## config.mk

```make
export PLATFORM = sky130hd
export DESIGN_NAME = multicycle_beta_cu_flat
export DESIGN_NICKNAME = d
export VERILOG_FILES = /design/src/rtl/multicycle_beta_cu_if.sv /design/src/rtl/multicycle_beta_cu.sv /design/src/flat_wrapper.sv
export SDC_FILE = /design/constraint.sdc
export NUM_CORES = 1
export LEC_CHECK = 0
export CORE_MARGIN = 2
export CORE_UTILIZATION = 25
export DETAILED_ROUTE_END_ITERATION = 8
export PLACE_DENSITY = 0.52
export SETUP_SLACK_MARGIN = 0.4
export SKIP_CTS_REPAIR_TIMING = 1
export SLEW_MARGIN = 10
export SYNTH_ARGS = -nofsm -noshare
export SYNTH_HDL_FRONTEND = slang
export SYNTH_SLANG_ARGS = --single-unit
```

## constraint.sdc

```tcl
create_clock -name clk -period 5 [get_ports clk]
set_input_delay 0.5 -clock clk [delete_from_list [all_inputs] [get_ports clk]]
set_output_delay 0.5 -clock clk [all_outputs]
set_load 0.01 [all_outputs]
```

## src/rtl/multicycle_beta_cu_if.sv

```systemverilog
// Bundles the signals exchanged between the multi-cycle Beta control unit
// and its datapath/memory side.
//   master : the control unit. It reads the instruction, memory handshakes,
//            the Z flag, IRQ and pc_super. It drives the datapath selects,
//            the load strobes and the state.
//   slave  : the datapath/memory side, with the directions reversed.
interface multicycle_beta_cu_if #(
    parameter int XLEN = 32
);
    logic [XLEN-1:0] instruction;
    logic            imem_ready;
    logic            dmem_ready;
    logic            Z;
    logic            IRQ;
    logic            pc_super;

    logic [5:0]      ALUFN;
    logic            ASEL;
    logic            BSEL;
    logic            RA2SEL;
    logic            WASEL;
    logic            MOE;
    logic            MWR;
    logic [2:0]      PCSEL;
    logic [1:0]      WDSEL;
    logic            WERF;
    logic            IR_LOAD;
    logic            PC_LOAD;
    logic [2:0]      state;

    modport master (
        input  instruction, imem_ready, dmem_ready, Z, IRQ, pc_super,
        output ALUFN, ASEL, BSEL, RA2SEL, WASEL, MOE, MWR, PCSEL, WDSEL,
               WERF, IR_LOAD, PC_LOAD, state
    );

    modport slave (
        output instruction, imem_ready, dmem_ready, Z, IRQ, pc_super,
        input  ALUFN, ASEL, BSEL, RA2SEL, WASEL, MOE, MWR, PCSEL, WDSEL,
               WERF, IR_LOAD, PC_LOAD, state
    );
endinterface

```

## src/rtl/multicycle_beta_cu.sv

```systemverilog
// Multi-cycle control unit for a Beta-style datapath.
// It runs the sequence FETCH/DECODE/EXEC/MEM/WB as a registered FSM. It
// handles variable-latency instruction and data memories, a data-memory
// timeout, and a level interrupt that is sampled only in FETCH.
// Ports:
//   clk   : clock, rising edge.
//   RESET : synchronous, active-high. While it is high, every output is 0.
//   bus   : multicycle_beta_cu_if.master. It carries the instruction, the
//           imem_ready/dmem_ready handshakes, Z, IRQ and pc_super in, and
//           ALUFN/ASEL/BSEL/RA2SEL/WASEL/MOE/MWR/PCSEL/WDSEL/WERF,
//           IR_LOAD, PC_LOAD and state out.
// All outputs are combinational from the state, the captured opcode and the
// live handshake/Z inputs. Don't-care outputs are driven 0.
module multicycle_beta_cu #(
    parameter int XLEN        = 32,
    parameter int MEM_TIMEOUT = 15,
    parameter bit IRQ_EN      = 1'b1
) (
    input  logic                 clk,
    input  logic                 RESET,
    multicycle_beta_cu_if.master bus
);
    localparam int CW = $clog2(MEM_TIMEOUT + 1);

    localparam logic [2:0] PCSEL_PC4   = 3'b000;
    localparam logic [2:0] PCSEL_BR    = 3'b001;
    localparam logic [2:0] PCSEL_JMP   = 3'b010;
    localparam logic [2:0] PCSEL_ILLOP = 3'b011;
    localparam logic [2:0] PCSEL_XADR  = 3'b100;

    typedef enum logic [2:0] {
        FETCH  = 3'd0,
        DECODE = 3'd1,
        EXEC   = 3'd2,
        MEM    = 3'd3,
        WB     = 3'd4,
        TRAP   = 3'd5
    } state_t;

    typedef enum logic [3:0] {
        C_OP, C_OPC, C_LD, C_LDR, C_ST, C_JMP, C_BEQ, C_BNE, C_ILL
    } class_t;

    state_t          state_reg, state_next;
    logic [5:0]      opcode_reg, opcode_next;
    logic [2:0]      cause_reg, cause_next;
    logic [CW-1:0]   cnt_reg, cnt_next;
    class_t          cls;

    // Only the opcode field is used. The rest of the word belongs to the datapath.
    logic unused_instr_bits;
    assign unused_instr_bits = ^bus.instruction[XLEN-7:0];

    // Instruction class, taken from the captured opcode.
    always_comb begin
        cls = C_ILL;
        if (opcode_reg[5]) begin
            cls = opcode_reg[4] ? C_OPC : C_OP;
        end else begin
            case (opcode_reg)
                6'b011000: cls = C_LD;
                6'b011111: cls = C_LDR;
                6'b011001: cls = C_ST;
                6'b011011: cls = C_JMP;
                6'b011100: cls = C_BEQ;
                6'b011101: cls = C_BNE;
                default:   cls = C_ILL;
            endcase
        end
    end

    // ALU-side selects. They are driven in EXEC and held through MEM so the
    // memory address stays stable while the access is pending.
    logic [5:0] ex_alufn;
    logic       ex_asel, ex_bsel, ex_ra2sel;
    always_comb begin
        ex_alufn  = 6'b000000;
        ex_asel   = 1'b0;
        ex_bsel   = 1'b0;
        ex_ra2sel = 1'b0;
        case (cls)
            C_OP:  ex_alufn = opcode_reg;
            C_OPC: begin ex_alufn = opcode_reg; ex_bsel = 1'b1; end
            C_LD:  begin ex_alufn = 6'b100000;  ex_bsel = 1'b1; end
            C_ST:  begin ex_alufn = 6'b100000;  ex_bsel = 1'b1; ex_ra2sel = 1'b1; end
            C_LDR: begin ex_alufn = 6'b111111;  ex_asel = 1'b1; end
            default: ;
        endcase
    end

    logic       is_mem, is_load;
    assign is_load = (cls == C_LD) || (cls == C_LDR);
    assign is_mem  = is_load || (cls == C_ST);

    // Ungated output values. RESET forces them to 0 where they leave the module.
    logic [5:0] alufn_val;
    logic       asel_val, bsel_val, ra2sel_val, wasel_val, moe_val, mwr_val;
    logic [2:0] pcsel_val;
    logic [1:0] wdsel_val;
    logic       werf_val, ir_load_val, pc_load_val;

    always_comb begin
        state_next  = state_reg;
        opcode_next = opcode_reg;
        cause_next  = cause_reg;
        cnt_next    = cnt_reg;
        alufn_val   = 6'b000000;
        asel_val    = 1'b0;
        bsel_val    = 1'b0;
        ra2sel_val  = 1'b0;
        wasel_val   = 1'b0;
        moe_val     = 1'b0;
        mwr_val     = 1'b0;
        pcsel_val   = PCSEL_PC4;
        wdsel_val   = 2'b00;
        werf_val    = 1'b0;
        ir_load_val = 1'b0;
        pc_load_val = 1'b0;

        case (state_reg)
            FETCH: begin
                if (IRQ_EN && bus.IRQ && !bus.pc_super) begin
                    state_next = TRAP;
                    cause_next = PCSEL_XADR;
                end else begin
                    ir_load_val = bus.imem_ready;
                    if (bus.imem_ready) begin
                        opcode_next = bus.instruction[XLEN-1 -: 6];
                        state_next  = DECODE;
                    end
                end
            end
            DECODE: begin
                if (cls == C_ILL) begin
                    state_next = TRAP;
                    cause_next = PCSEL_ILLOP;
                end else begin
                    state_next = EXEC;
                end
            end
            EXEC: begin
                alufn_val  = ex_alufn;
                asel_val   = ex_asel;
                bsel_val   = ex_bsel;
                ra2sel_val = ex_ra2sel;
                if (is_mem) begin
                    state_next = MEM;
                    cnt_next   = '0;
                end else begin
                    state_next = WB;
                end
            end
            MEM: begin
                alufn_val  = ex_alufn;
                asel_val   = ex_asel;
                bsel_val   = ex_bsel;
                ra2sel_val = ex_ra2sel;
                moe_val    = is_load;
                mwr_val    = !is_load;
                if (bus.dmem_ready) begin
                    // A store completes here. A load still needs WB to write the register.
                    if (is_load) begin
                        state_next = WB;
                    end else begin
                        pc_load_val = 1'b1;
                        state_next  = FETCH;
                    end
                end else if (cnt_reg == CW'(MEM_TIMEOUT - 1)) begin
                    // This is the MEM_TIMEOUT-th unready cycle. Give up. Leaving
                    // MEM drops the strobes from the next cycle on.
                    state_next = TRAP;
                    cause_next = PCSEL_ILLOP;
                end else begin
                    cnt_next = cnt_reg + CW'(1);
                end
            end
            WB: begin
                werf_val    = 1'b1;
                pc_load_val = 1'b1;
                state_next  = FETCH;
                case (cls)
                    C_OP, C_OPC: wdsel_val = 2'b01;
                    C_LD, C_LDR: begin wdsel_val = 2'b10; moe_val = 1'b1; end
                    C_JMP:       pcsel_val = PCSEL_JMP;
                    C_BEQ:       pcsel_val = bus.Z ? PCSEL_BR : PCSEL_PC4;
                    C_BNE:       pcsel_val = bus.Z ? PCSEL_PC4 : PCSEL_BR;
                    default: ;
                endcase
            end
            TRAP: begin
                werf_val    = 1'b1;
                wasel_val   = 1'b1;
                pc_load_val = 1'b1;
                pcsel_val   = cause_reg;
                state_next  = FETCH;
            end
            default: state_next = FETCH;
        endcase
    end

    always_ff @(posedge clk) begin
        if (RESET) begin
            state_reg  <= FETCH;
            opcode_reg <= 6'b000000;
            cause_reg  <= 3'b000;
            cnt_reg    <= '0;
        end else begin
            state_reg  <= state_next;
            opcode_reg <= opcode_next;
            cause_reg  <= cause_next;
            cnt_reg    <= cnt_next;
        end
    end

    assign bus.ALUFN   = RESET ? 6'b000000 : alufn_val;
    assign bus.ASEL    = RESET ? 1'b0 : asel_val;
    assign bus.BSEL    = RESET ? 1'b0 : bsel_val;
    assign bus.RA2SEL  = RESET ? 1'b0 : ra2sel_val;
    assign bus.WASEL   = RESET ? 1'b0 : wasel_val;
    assign bus.MOE     = RESET ? 1'b0 : moe_val;
    assign bus.MWR     = RESET ? 1'b0 : mwr_val;
    assign bus.PCSEL   = RESET ? 3'b000 : pcsel_val;
    assign bus.WDSEL   = RESET ? 2'b00 : wdsel_val;
    assign bus.WERF    = RESET ? 1'b0 : werf_val;
    assign bus.IR_LOAD = RESET ? 1'b0 : ir_load_val;
    assign bus.PC_LOAD = RESET ? 1'b0 : pc_load_val;
    assign bus.state   = RESET ? 3'b000 : state_reg;
endmodule

```

## src/flat_wrapper.sv

```systemverilog
// flat-port wrapper written by rule: the top's interface ports become plain ports
module multicycle_beta_cu_flat 
#(
    parameter int XLEN        = 32,
    parameter int MEM_TIMEOUT = 15,
    parameter bit IRQ_EN      = 1'b1
)
  (clk, RESET, bus_instruction, bus_imem_ready, bus_dmem_ready, bus_Z, bus_IRQ, bus_pc_super, bus_ALUFN, bus_ASEL, bus_BSEL, bus_RA2SEL, bus_WASEL, bus_MOE, bus_MWR, bus_PCSEL, bus_WDSEL, bus_WERF, bus_IR_LOAD, bus_PC_LOAD, bus_state);
  multicycle_beta_cu_if #(.XLEN(XLEN)) bus_i ();
  input  logic clk;
  input  logic RESET;
  input wire logic [$bits(bus_i.instruction)-1:0] bus_instruction;
  input wire logic [$bits(bus_i.imem_ready)-1:0] bus_imem_ready;
  input wire logic [$bits(bus_i.dmem_ready)-1:0] bus_dmem_ready;
  input wire logic [$bits(bus_i.Z)-1:0] bus_Z;
  input wire logic [$bits(bus_i.IRQ)-1:0] bus_IRQ;
  input wire logic [$bits(bus_i.pc_super)-1:0] bus_pc_super;
  output wire logic [$bits(bus_i.ALUFN)-1:0] bus_ALUFN;
  output wire logic [$bits(bus_i.ASEL)-1:0] bus_ASEL;
  output wire logic [$bits(bus_i.BSEL)-1:0] bus_BSEL;
  output wire logic [$bits(bus_i.RA2SEL)-1:0] bus_RA2SEL;
  output wire logic [$bits(bus_i.WASEL)-1:0] bus_WASEL;
  output wire logic [$bits(bus_i.MOE)-1:0] bus_MOE;
  output wire logic [$bits(bus_i.MWR)-1:0] bus_MWR;
  output wire logic [$bits(bus_i.PCSEL)-1:0] bus_PCSEL;
  output wire logic [$bits(bus_i.WDSEL)-1:0] bus_WDSEL;
  output wire logic [$bits(bus_i.WERF)-1:0] bus_WERF;
  output wire logic [$bits(bus_i.IR_LOAD)-1:0] bus_IR_LOAD;
  output wire logic [$bits(bus_i.PC_LOAD)-1:0] bus_PC_LOAD;
  output wire logic [$bits(bus_i.state)-1:0] bus_state;
  assign bus_i.instruction = bus_instruction;
  assign bus_i.imem_ready = bus_imem_ready;
  assign bus_i.dmem_ready = bus_dmem_ready;
  assign bus_i.Z = bus_Z;
  assign bus_i.IRQ = bus_IRQ;
  assign bus_i.pc_super = bus_pc_super;
  assign bus_ALUFN = bus_i.ALUFN;
  assign bus_ASEL = bus_i.ASEL;
  assign bus_BSEL = bus_i.BSEL;
  assign bus_RA2SEL = bus_i.RA2SEL;
  assign bus_WASEL = bus_i.WASEL;
  assign bus_MOE = bus_i.MOE;
  assign bus_MWR = bus_i.MWR;
  assign bus_PCSEL = bus_i.PCSEL;
  assign bus_WDSEL = bus_i.WDSEL;
  assign bus_WERF = bus_i.WERF;
  assign bus_IR_LOAD = bus_i.IR_LOAD;
  assign bus_PC_LOAD = bus_i.PC_LOAD;
  assign bus_state = bus_i.state;
  multicycle_beta_cu #(.XLEN(XLEN), .MEM_TIMEOUT(MEM_TIMEOUT), .IRQ_EN(IRQ_EN)) u_core (.clk(clk), .RESET(RESET), .bus(bus_i));
endmodule
```

* Yosys cells after proc, flatten, opt, wreduce, memory -nomap -nowiden
Cells that the tools add are included.
** Cells by class
- Add/sub/neg operators :: 1
- Equality and inequality tests :: 28
- Multiplexer cells :: 57
- Bitwise operators :: 1
- Reductions and logical operators :: 19
** Operators with widths (count)
- two-way mux 3 bit :: 13
- equality test 6 x 5 -> 1 bit (second input constant) :: 6
- two-way mux 1 bit :: 26
- one-hot mux 4 bit (6 select lines) :: 1
- one-hot mux 3 bit (3 select lines) :: 2
- one-hot mux 6 bit (3 select lines) :: 1
- equality test 4 x 3 -> 1 bit (second input constant) :: 4
- two-way mux 4 bit :: 4
- two-way mux 6 bit :: 2
- one-hot mux 3 bit (4 select lines) :: 1
- OR reduction 2 bit :: 5
- equality test 4 x 2 -> 1 bit (second input constant) :: 2
- equality test 4 bit (second input constant) :: 2
- != test 2 x 1 -> 1 bit (second input constant) :: 4
- one-hot mux 4 bit (2 select lines) :: 1
- equality test 3 x 2 -> 1 bit (second input constant) :: 2
- equality test 3 bit (second input constant) :: 2
- != test 3 x 2 -> 1 bit (second input constant) :: 2
- one-hot mux 3 bit (2 select lines) :: 1
- AND reduction 5 bit :: 1
- adder 4 x 1 -> 4 bit (second input constant) :: 1
- equality test 4 x 1 -> 1 bit (second input constant) :: 1
- zero test 4 bit :: 1
- two-way mux 2 bit :: 2
- 15 further kinds :: 19
** Word-level totals
- Bits in registers :: 16
- Bits of input ports :: 39
- Output and inout bits :: 23

* Longest topological paths before layout
Gate-level depths: netlist (run 1).
- Word-level depth :: 9
- Mapped depth :: 7
- Gate-level depth less buffers :: 6

* Worst setup path before layout (run 1)
Ideal clock, no wire load.
- Path kind :: input to output
- Start :: input port RESET
- End :: output port bus_ALUFN[3]
- Data arrival time :: 1604 ps
- Required time :: 4500 ps
- Setup slack :: 2896 ps
- Stages :: 5
- Buffers on the path :: 2
- Cell sequence :: buf_6 > or3b_4 > or3_1 > buf_2 > nand2_1
** On the way
- Word-level cells in the longest chain between the ends :: 1
** RTL lines
- start: declaration :: RTL line flat_wrapper.sv:11 : input logic RESET;
- two-way mux 6 bit :: RTL line multicycle_beta_cu.sv:215 : assign bus.ALUFN = RESET ? 6'b000000 : alufn_val;
- end: declaration :: RTL line flat_wrapper.sv:18 : output wire logic [$bits(bus_i.ALUFN)-1:0] bus_ALUFN;
Every way passes these cells.

* Worst setup path after layout (run 1)
Same ends and word-level chain as after synthesis.

==> flow_metrics.env, run 1 <==
export IMPL_min_period_over_period_pct=68.85
export IMPL_fmax_ghz=0.2905
export IMPL_skew_ns=0.004584
export IMPL_clock_path_buffers=2
export IMPL_switchingPower_uw=95.05
export IMPL_placementRows=24
export IMPL_tightestPinTransition_ns=0.6747
export IMPL_status="complete, no violations"
export IMPL_min_delay_start="u_core.cause_reg[1]"
export IMPL_yosysWarnings=0
export IMPL_critPathRequiredTime_ns=4.50
export IMPL_layout_commonest_cell="clkdlybuf4s50_1"
export IMPL_worstReg2RegStart="u_core.state_reg[1]"
export IMPL_start_util_pct=25.61
export IMPL_path_class="in -> out"
export IMPL_core_area_um2=4324
export IMPL_r2r_cells=4
export IMPL_power_switching_share_pct=30.32
export IMPL_yosys_cell_types_count=42
export IMPL_slew_viol_final=0
export IMPL_largest_reg_flops=6
export IMPL_final_setup_tns_ns=0
export IMPL_antenna_found_initial=0
export IMPL_setup_ws_ns=1.557
export IMPL_track_usage_pct=11.90
export IMPL_drt_pass1_iter_count=4
export IMPL_syn_num_nets=188
export IMPL_nNetsFinal=219
export IMPL_drv_cap=0
export IMPL_synthCells=147
export IMPL_io_pins=62
export IMPL_r2r_slack_ns=3.21
export IMPL_cts_buffers=3
export IMPL_synth_area_um2=1107
export IMPL_reg2reg_to="u_core.cause_reg[2]"
export IMPL_area_delta_synth_final_pct=37.18
export IMPL_grt_pass1_wl_um=4878
export IMPL_ir_worst_vdd_uv=68.54
export IMPL_port_buffers=35
export IMPL_yosysSeqAreaShare_pct=27.12
export IMPL_hpwl_um=2308
export IMPL_clk_pin_slew_worst_paths_ns=0.07
export IMPL_p_int_uw=218.4
export IMPL_drt_iter0_markers=88
export IMPL_critPathLaunch="RESET"
export IMPL_clock_latency_ns=0.25
export IMPL_synth_edf_count=0
export IMPL_synth_ff_type="dfxtp_1"
export IMPL_fin_crit_ns=3.443
export IMPL_grt_start_max_net_pins=20
export IMPL_dieArea_um2=4977
export IMPL_slew_headroom_pct=54.88
export IMPL_final_hold_viol_count=0
export IMPL_power_frac_clock_pct=31.8
export IMPL_synth_seq_cells=15
export IMPL_critPathMaxFanout=19
export IMPL_post_place_ws_ns=1.528
export IMPL_crit_path_end_kind="primary output"
export IMPL_wire_per_inst_um=12.84
export IMPL_first_global_vias=1038
export IMPL_cts_htree_levels=1
export IMPL_async_reset_ff_share_pct=0
export IMPL_vias=1148
export IMPL_cts_sinks=15
export IMPL_grt_setup_unrepaired="false"
export IMPL_layout_drive_gt1_share_pct=5.085
export IMPL_dieWidth_um=70.55
export IMPL_antenna_left=0
export IMPL_cts_root_buf="clkbuf_8"
export IMPL_routabilityCongestion=0.7885
export IMPL_setup_viol=0
export IMPL_remaining_drc_errors=0
export IMPL_seqPwrFrac_pct=46.1
export IMPL_worstSetupEndpoint="bus_ALUFN[3]"
export IMPL_arrival_ns=2.94
export IMPL_power_density_nw_per_um2=206.3
export IMPL_final_cell_mix="clkdlybuf4s50_1, nor2_1, nand2_1, dfxtp_1, inv_1"
export IMPL_combPwrFrac_pct=22.2
export IMPL_avgSynthCellArea_um2=7.533
export IMPL_start_kind="primary input"
export IMPL_routed_wl_um=2940
export IMPL_total_leakage_power_uw=0.0006304
export IMPL_grt_overflow=0
export IMPL_cts_tree="done"
export IMPL_vias_per_cell=5.013
export IMPL_power_uw=313.4
export IMPL_antennaDiodeCount=0
export IMPL_die_h_um=70.55
export IMPL_hp_class="reg -> reg"
## worst min-delay path by stage
| stage | to | slack [ns] | cells past startpoint |
|---|---|---|---|
| 4_1_cts | u_core.cause_reg[1] | 0.45 | 2 |
| 3_3_place_gp | u_core.cause_reg[1] | 0.44 | 2 |
| 2_1_floorplan | u_core.cause_reg[1] | 0.42 | 2 |
| 6_report | u_core.cause_reg[1] | 0.45 | 2 |
| 3_5_place_dp | u_core.cause_reg[1] | 0.44 | 2 |
| 5_1_grt | u_core.cause_reg[1] | 0.47 | 2 |
## synthesized netlist by cell type, drive strengths merged (4+ instances only)
library cell	count	area, um2
o21ai	6	30.03
or3	4	25.02
dfxtp	15	300.3
nor2	20	75.07
buf	7	41.29
a21oi	6	30.03
mux2i	6	60.06
a21o	4	30.03
and3	4	25.02
nand2	15	56.30
inv	10	37.54
nand2b	6	37.54
nor3	4	20.02
## kinds of logic after synthesis
| kind of cell | after synthesis | share of synthesized area, % |
|---|---|---|
| simple gates | 70 | 34.91 |
| compound gates | 34 | 21.58 |
| buf+inv | 19 | 7.909 |
| flops | 15 | 27.12 |
| mux | 6 | 5.424 |
| fa+ha+maj | 2 | 2.260 |
| xor+xnor | 1 | 0.7911 |
## layout make-up
type                            count  area, um2
Timing Repair Buffer               35      350.3
Multi-Input combinational cell    113      719.4
Tap cell                           52      65.06
Clock inverter                      1      5.005
Fill cell                         473       2805
Clock buffer                        3      41.29
Inverter                           10      37.54
Sequential cell                    15      300.3
## critical path: stages
cell and delay (ns):
clkdlybuf4s50_1 0.75, or3b_4 0.57, or3_1 0.48, nand2_1 0.10, clkdlybuf4s50_1 0.53
## power by group through the flow
stage	sequential [uW]	clock, uW	combinational (uW)
2_1_floorplan	136	0	53.1
3_3_place_gp	147	0	68.6
3_5_place_dp	147	0	69.5
4_1_cts	144	103	70.0
5_1_grt	147	108	76.9
6_report	144	99.5	69.5
## layer usage
metal  vias to the layer above  wire, um  GRT usage (%)  part of all wire (%)
li1                        586         -              -                     -
met1                       533      1376          16.14                    47
met2                        27      1439          19.50                    49
met3                         2       104          1.852                   3.5
met4                         0        19          3.774                  0.65
met5                         -         0              0                     0
## through the flow
stage | hold WS [ns] | cells | utilization [%] | area [um2]
2_1_floorplan | 0.4221 | 147 | - | 1107
3_3_place_gp | 0.4392 | 225 | 34.06 | 1473
3_5_place_dp | 0.4391 | 225 | 34.06 | 1473
4_1_cts | 0.4502 | 229 | 35.13 | 1519
5_1_grt | 0.4706 | 229 | 35.13 | 1519
6_report | 0.4454 | 229 | 35.13 | 1519
No activity file was read; power rests on OpenSTA's default activity.
==> inputs of run 2 (changes only) <==
--- a/config.mk
+++ b/config.mk
@@ -8,7 +8,7 @@
 export CORE_MARGIN = 2
 export CORE_UTILIZATION = 25
 export DETAILED_ROUTE_END_ITERATION = 8
-export PLACE_DENSITY = 0.52
+export PLACE_DENSITY = 0.54
 export SETUP_SLACK_MARGIN = 0.4
 export SKIP_CTS_REPAIR_TIMING = 1
 export SLEW_MARGIN = 10
==> constraint.sdc (replaced) <==
create_clock -name clk -period 2.9 [get_ports clk]
set_input_delay 0.29 -clock clk [delete_from_list [all_inputs] [get_ports clk]]
set_output_delay 0.29 -clock clk [all_outputs]
set_load 0.01 [all_outputs]
==> run 2 against run 1 <==
Compared with the run above: clock skew rose by 0.0029 ns; critical path depth did not move; largest power group unchanged; hold slack better by 0.012 ns; combinational power is 78% higher.
==> flow_metrics.env, run 2 (synthesis gave the netlist of run 1 again) <==
export IMPL_status="complete, no violations"
export IMPL_p_int_uw=383.2
export IMPL_skew_ns=0.007445
export IMPL_routed_wl_um=2978
export IMPL_critPathRequiredTime_ns=2.61
export IMPL_remaining_drc_errors=0
export IMPL_power_uw=544.6
export IMPL_antennaDiodeCount=0
export IMPL_switchingPower_uw=161.3
export IMPL_grt_pass1_wl_um=4733
export IMPL_port_buffers=35
export IMPL_die_h_um=70.55
export IMPL_critPathMaxFanout=6
export IMPL_r2r_slack_ns=1.16
export IMPL_grt_start_max_net_pins=18
export IMPL_core_area_um2=4324
export IMPL_r2r_cells=5
export IMPL_antenna_found_initial=0
export IMPL_layout_commonest_cell="clkdlybuf4s50_1"
export IMPL_worstReg2RegStart="u_core.state_reg[1]"
export IMPL_total_leakage_power_uw=0.0007205
export IMPL_fmax_ghz=0.4061
export IMPL_dieWidth_um=70.55
export IMPL_hp_class="reg -> reg"
export IMPL_grtUsageMet3_pct=2.422
export IMPL_arrival_ns=2.17
export IMPL_final_cell_mix="clkdlybuf4s50_1, nor2_1, nand2_1"
export IMPL_placementRows=24
export IMPL_min_period_over_period_pct=84.91
export IMPL_clock_latency_ns=0.25
export IMPL_placedCellCount=228
export IMPL_track_usage_pct=11.71
export IMPL_placed_area_um2=1495
export IMPL_critPathLaunch="RESET"
export IMPL_busiest_layer="met2"
export IMPL_cts_tree="done"
export IMPL_vias=1156
export IMPL_drt_pass1_iter_count=4
export IMPL_path_class="in -> out"
export IMPL_worstSetupEndpoint="bus_ALUFN[3]"
export IMPL_start_kind="primary input"
export IMPL_combPwrFrac_pct=22.7
export IMPL_clock_path_buffers=2
export IMPL_whs_path_depth=2
export IMPL_met1_usage_pct=13.57
export IMPL_dieArea_um2=4977
export IMPL_cts_buffers=3
export IMPL_power_frac_clock_pct=31.3
export IMPL_first_global_vias=1078
export IMPL_cts_htree_levels=1
export IMPL_tightestPinTransition_ns=0.4958
export IMPL_cts_sinks=15
export IMPL_wire_per_inst_um=12.84
export IMPL_reg2reg_to="u_core.cause_reg[2]"
export IMPL_largest_reg_flops=6
export IMPL_drv_cap=0
export IMPL_crit_path_end_kind="primary output"
export IMPL_drt_iter0_markers=50
export IMPL_nNetsFinal=222
export IMPL_slew_viol_final=0
export IMPL_grt_overflow=0
export IMPL_area_delta_synth_final_pct=41.58
export IMPL_vias_per_cell=4.983
export IMPL_setup_viol=0
export IMPL_layout_drive_gt1_share_pct=11.11
export IMPL_stdcell_count=232
export IMPL_start_util_pct=25.61
export IMPL_final_hold_viol_count=0
export IMPL_fin_crit_ns=2.462
export IMPL_slew_headroom_pct=66.69
export IMPL_antenna_left=0
export IMPL_routabilityCongestion=0.7522
export IMPL_power_switching_share_pct=29.62
export IMPL_cts_root_buf="clkbuf_8"
export IMPL_power_density_nw_per_um2=347.3
export IMPL_seqPwrFrac_pct=46.0
export IMPL_design_area_um2=1568
export IMPL_io_pins=62
export IMPL_grt_setup_unrepaired="false"
export IMPL_ir_worst_vdd_uv=144.9
export IMPL_hpwl_um=2329
export IMPL_grtUsageMet2_pct=20.86
export IMPL_clk_pin_slew_worst_paths_ns=0.07
export IMPL_final_setup_tns_ns=0
==> run 2: layout make-up <==
| type | count | area, um2 |
|---|---|---|
| fill | 474 | 2756 |
| multi-input combinational | 113 | 726.9 |
| timing repair buffer | 38 | 382.9 |
| sequential | 15 | 310.3 |
| tap | 52 | 65.06 |
| clock buffer | 4 | 45.04 |
| inverter | 10 | 37.54 |
==> run 2: metal layers <==
metal	vias up	share of wire, %
li1	594	-
met1	531	45
met2	27	49
met3	4	4.6
met4	0	1.1
met5	-	0
==> run 2: worst max-delay path, stage by stage <==
cell	delay, ns
clkdlybuf4s50_1	0.46
or3b_4	0.43
or3_4	0.38
nand2_1	0.09
clkdlybuf4s50_1	0.53
==> run 2: per-stage QoR <==
| step | util, % | setup WS [ns] | hold slack, ns |
|---|---|---|---|
| 2_1_floorplan | - | 1.115 | 0.4221 |
| 3_3_place_gp | 34.58 | 0.3283 | 0.4346 |
| 3_5_place_dp | 34.58 | 0.3132 | 0.4546 |
| 4_1_cts | 35.62 | 0.2715 | 0.4649 |
| 5_1_grt | 36.26 | 0.3971 | 0.4906 |
| 6_report | 36.26 | 0.4377 | 0.4576 |
==> run 2: worst min path at each step <==
| stage | start | end | slack (ns) |
|---|---|---|---|
| 2_1_floorplan | u_core.cause_reg[1] | u_core.cause_reg[1] | 0.42 |
| 5_1_grt | u_core.cause_reg[1] | u_core.cause_reg[1] | 0.49 |
| 6_report | u_core.cause_reg[1] | u_core.cause_reg[1] | 0.46 |
| 3_5_place_dp | u_core.cause_reg[1] | u_core.cause_reg[1] | 0.45 |
| 4_1_cts | u_core.cause_reg[1] | u_core.cause_reg[1] | 0.46 |
| 3_3_place_gp | u_core.cause_reg[1] | u_core.cause_reg[1] | 0.43 |
==> run 2: power groups by stage <==
stage,registers [uW],clock network (uW),logic [uW]
after global placement,253,0,123
after CTS,249,177,125
after floorplan,235,0,91.5
final,251,170,124
after global routing,254,187,136
after detailed placement,254,0,124
==> inputs of run 3 (changes only) <==
==> constraint.sdc (replaced) <==
create_clock -name clk -period 2.2 [get_ports clk]
set_input_delay 0.22 -clock clk [delete_from_list [all_inputs] [get_ports clk]]
set_output_delay 0.22 -clock clk [all_outputs]
set_load 0.01 [all_outputs]
==> run 3 against run 2 <==
Compared with the run above: cell count is 8.6% higher; sequential power is 25% higher; setup slack worse by 0.23 ns; critical path type is now reg -> out.
==> flow_metrics.env, run 3 (synthesis gave the netlist of run 1 again) <==
export IMPL_placedCellCount=244
export IMPL_io_pins=62
export IMPL_cts_sinks=15
export IMPL_routabilityCongestion=0.7323
export IMPL_status="complete, no violations"
export IMPL_drt_pass1_iter_count=4
export IMPL_busiest_layer="met2"
export IMPL_port_buffers=35
export IMPL_stdcell_count=252
export IMPL_slew_viol_final=0
export IMPL_routed_wl_um=3291
export IMPL_layout_commonest_cell="buf_4"
export IMPL_nNetsFinal=242
export IMPL_antenna_left=0
export IMPL_placementRows=24
export IMPL_hpwl_um=2550
export IMPL_fin_crit_ns=1.988
export IMPL_clk_pin_slew_worst_paths_ns=0.07
export IMPL_core_area_um2=4324
export IMPL_min_period_over_period_pct=90.36
export IMPL_critPathRequiredTime_ns=1.98
export IMPL_tightestPinTransition_ns=0.4179
export IMPL_max_stage_delay_ns=0.40
export IMPL_arrival_ns=1.77
export IMPL_drv_cap=0
export IMPL_final_hold_viol_count=0
export IMPL_largest_reg_flops=6
export IMPL_start_kind="flop"
export IMPL_setup_viol=0
export IMPL_path_cells="nand3b_1 -> or3_1 -> or4_1 -> o22ai_1 -> buf_2"
export IMPL_drt_iter0_markers=74
export IMPL_total_leakage_power_uw=0.0009716
export IMPL_fmax_ghz=0.5030
export IMPL_remaining_drc_errors=0
export IMPL_grt_start_max_net_pins=18
export IMPL_power_density_nw_per_um2=432.6
export IMPL_cts_buffers=3
export IMPL_track_usage_pct=13.16
export IMPL_dieArea_um2=4977
export IMPL_area_delta_synth_final_pct=63.28
export IMPL_crit_path_end_kind="primary output"
export IMPL_cts_tree="done"
export IMPL_antenna_found_initial=0
export IMPL_start_util_pct=25.61
export IMPL_path_class="reg -> out"
export IMPL_skew_ns=0.01093
export IMPL_hp_class="reg -> reg"
export IMPL_antennaDiodeCount=0
export IMPL_vias_per_cell=5.071
export IMPL_met1_usage_pct=15.25
export IMPL_grt_pass1_wl_um=5292
export IMPL_ir_worst_vdd_uv=171.6
export IMPL_first_global_vias=1220
export IMPL_grtUsageMet3_pct=2.707
export IMPL_fin_util_pct=41.81
export IMPL_grtUsageMet2_pct=22.75
export IMPL_wire_per_inst_um=13.06
export IMPL_whs_ns=0.4592
export IMPL_grt_overflow=0
export IMPL_grt_setup_unrepaired="true"
export IMPL_clock_path_buffers=2
export IMPL_critPathMaxFanout=4
export IMPL_cts_root_buf="clkbuf_8"
export IMPL_die_h_um=70.55
export IMPL_cp_slowest_cell="or4_1"
export IMPL_slew_headroom_pct=71.95
export IMPL_cts_htree_levels=1
export IMPL_dieWidth_um=70.55
export IMPL_final_cell_mix="buf_4, nor2_1, clkdlybuf4s50_1"
export IMPL_clock_latency_ns=0.26
export IMPL_vias=1278
export IMPL_layout_drive_gt1_share_pct=36.00
-- run 3: final cells by class --
cell class	instances	area, um2
fillers	432	2516
clock buffers	4	45.04
flip-flops and latches	15	315.3
repair buffers	58	523.0
well taps	52	65.06
multi-input cells	113	818.3
inverters	10	41.29
-- run 3: report_power, final --
| part | switching, uW | leakage, uW | internal (uW) |
|---|---|---|---|
| Clock | 101 | 0.0000228 | 129 |
| Sequential | 23.2 | 0.000126 | 292 |
| Combinational | 117 | 0.000822 | 121 |
-- run 3: path summary, 6_finish.rpt --
check	to	cells after the start	slack, ns	from
max	bus_PCSEL[0]	5	0.21	u_core.opcode_reg[5]
min	u_core.cause_reg[1]	2	0.46	u_core.cause_reg[1]
max reg2reg	u_core.cause_reg[2]	5	0.50	u_core.state_reg[1]
min reg2reg	u_core.cause_reg[1]	2	0.46	u_core.cause_reg[1]
-- run 3: per-layer routing --
layer  vias to the layer above  share of wire [%]
met5                         -                  0
met3                         7                4.6
met2                        30                 48
met1                       606                 45
li1                        635                  -
met4                         0                2.7
-- run 3: metrics by stage --
step                      setup WS (ns)  setup TNS (ns)  instance area (um2)  total power (uW)
after global routing            0.09910               0                 1808             820.8
after CTS                       -0.2607          -1.706                 1660             753.7
after global placement          -0.1717          -1.359                 1615             517.6
after floorplan                  0.4854               0                 1107             430.1
after detailed placement        -0.1846          -1.460                 1615             522.7
final                            0.2121               0                 1808             782.2
-- run 3: critical path: cells and delay by family, from the launching register on --
kind	cells	cell delay (ns)
DFF	1	0.33
AOI/OAI and AO/OA	1	0.13
buffers and inverters	1	0.15
and+or+nand+nor	3	0.91
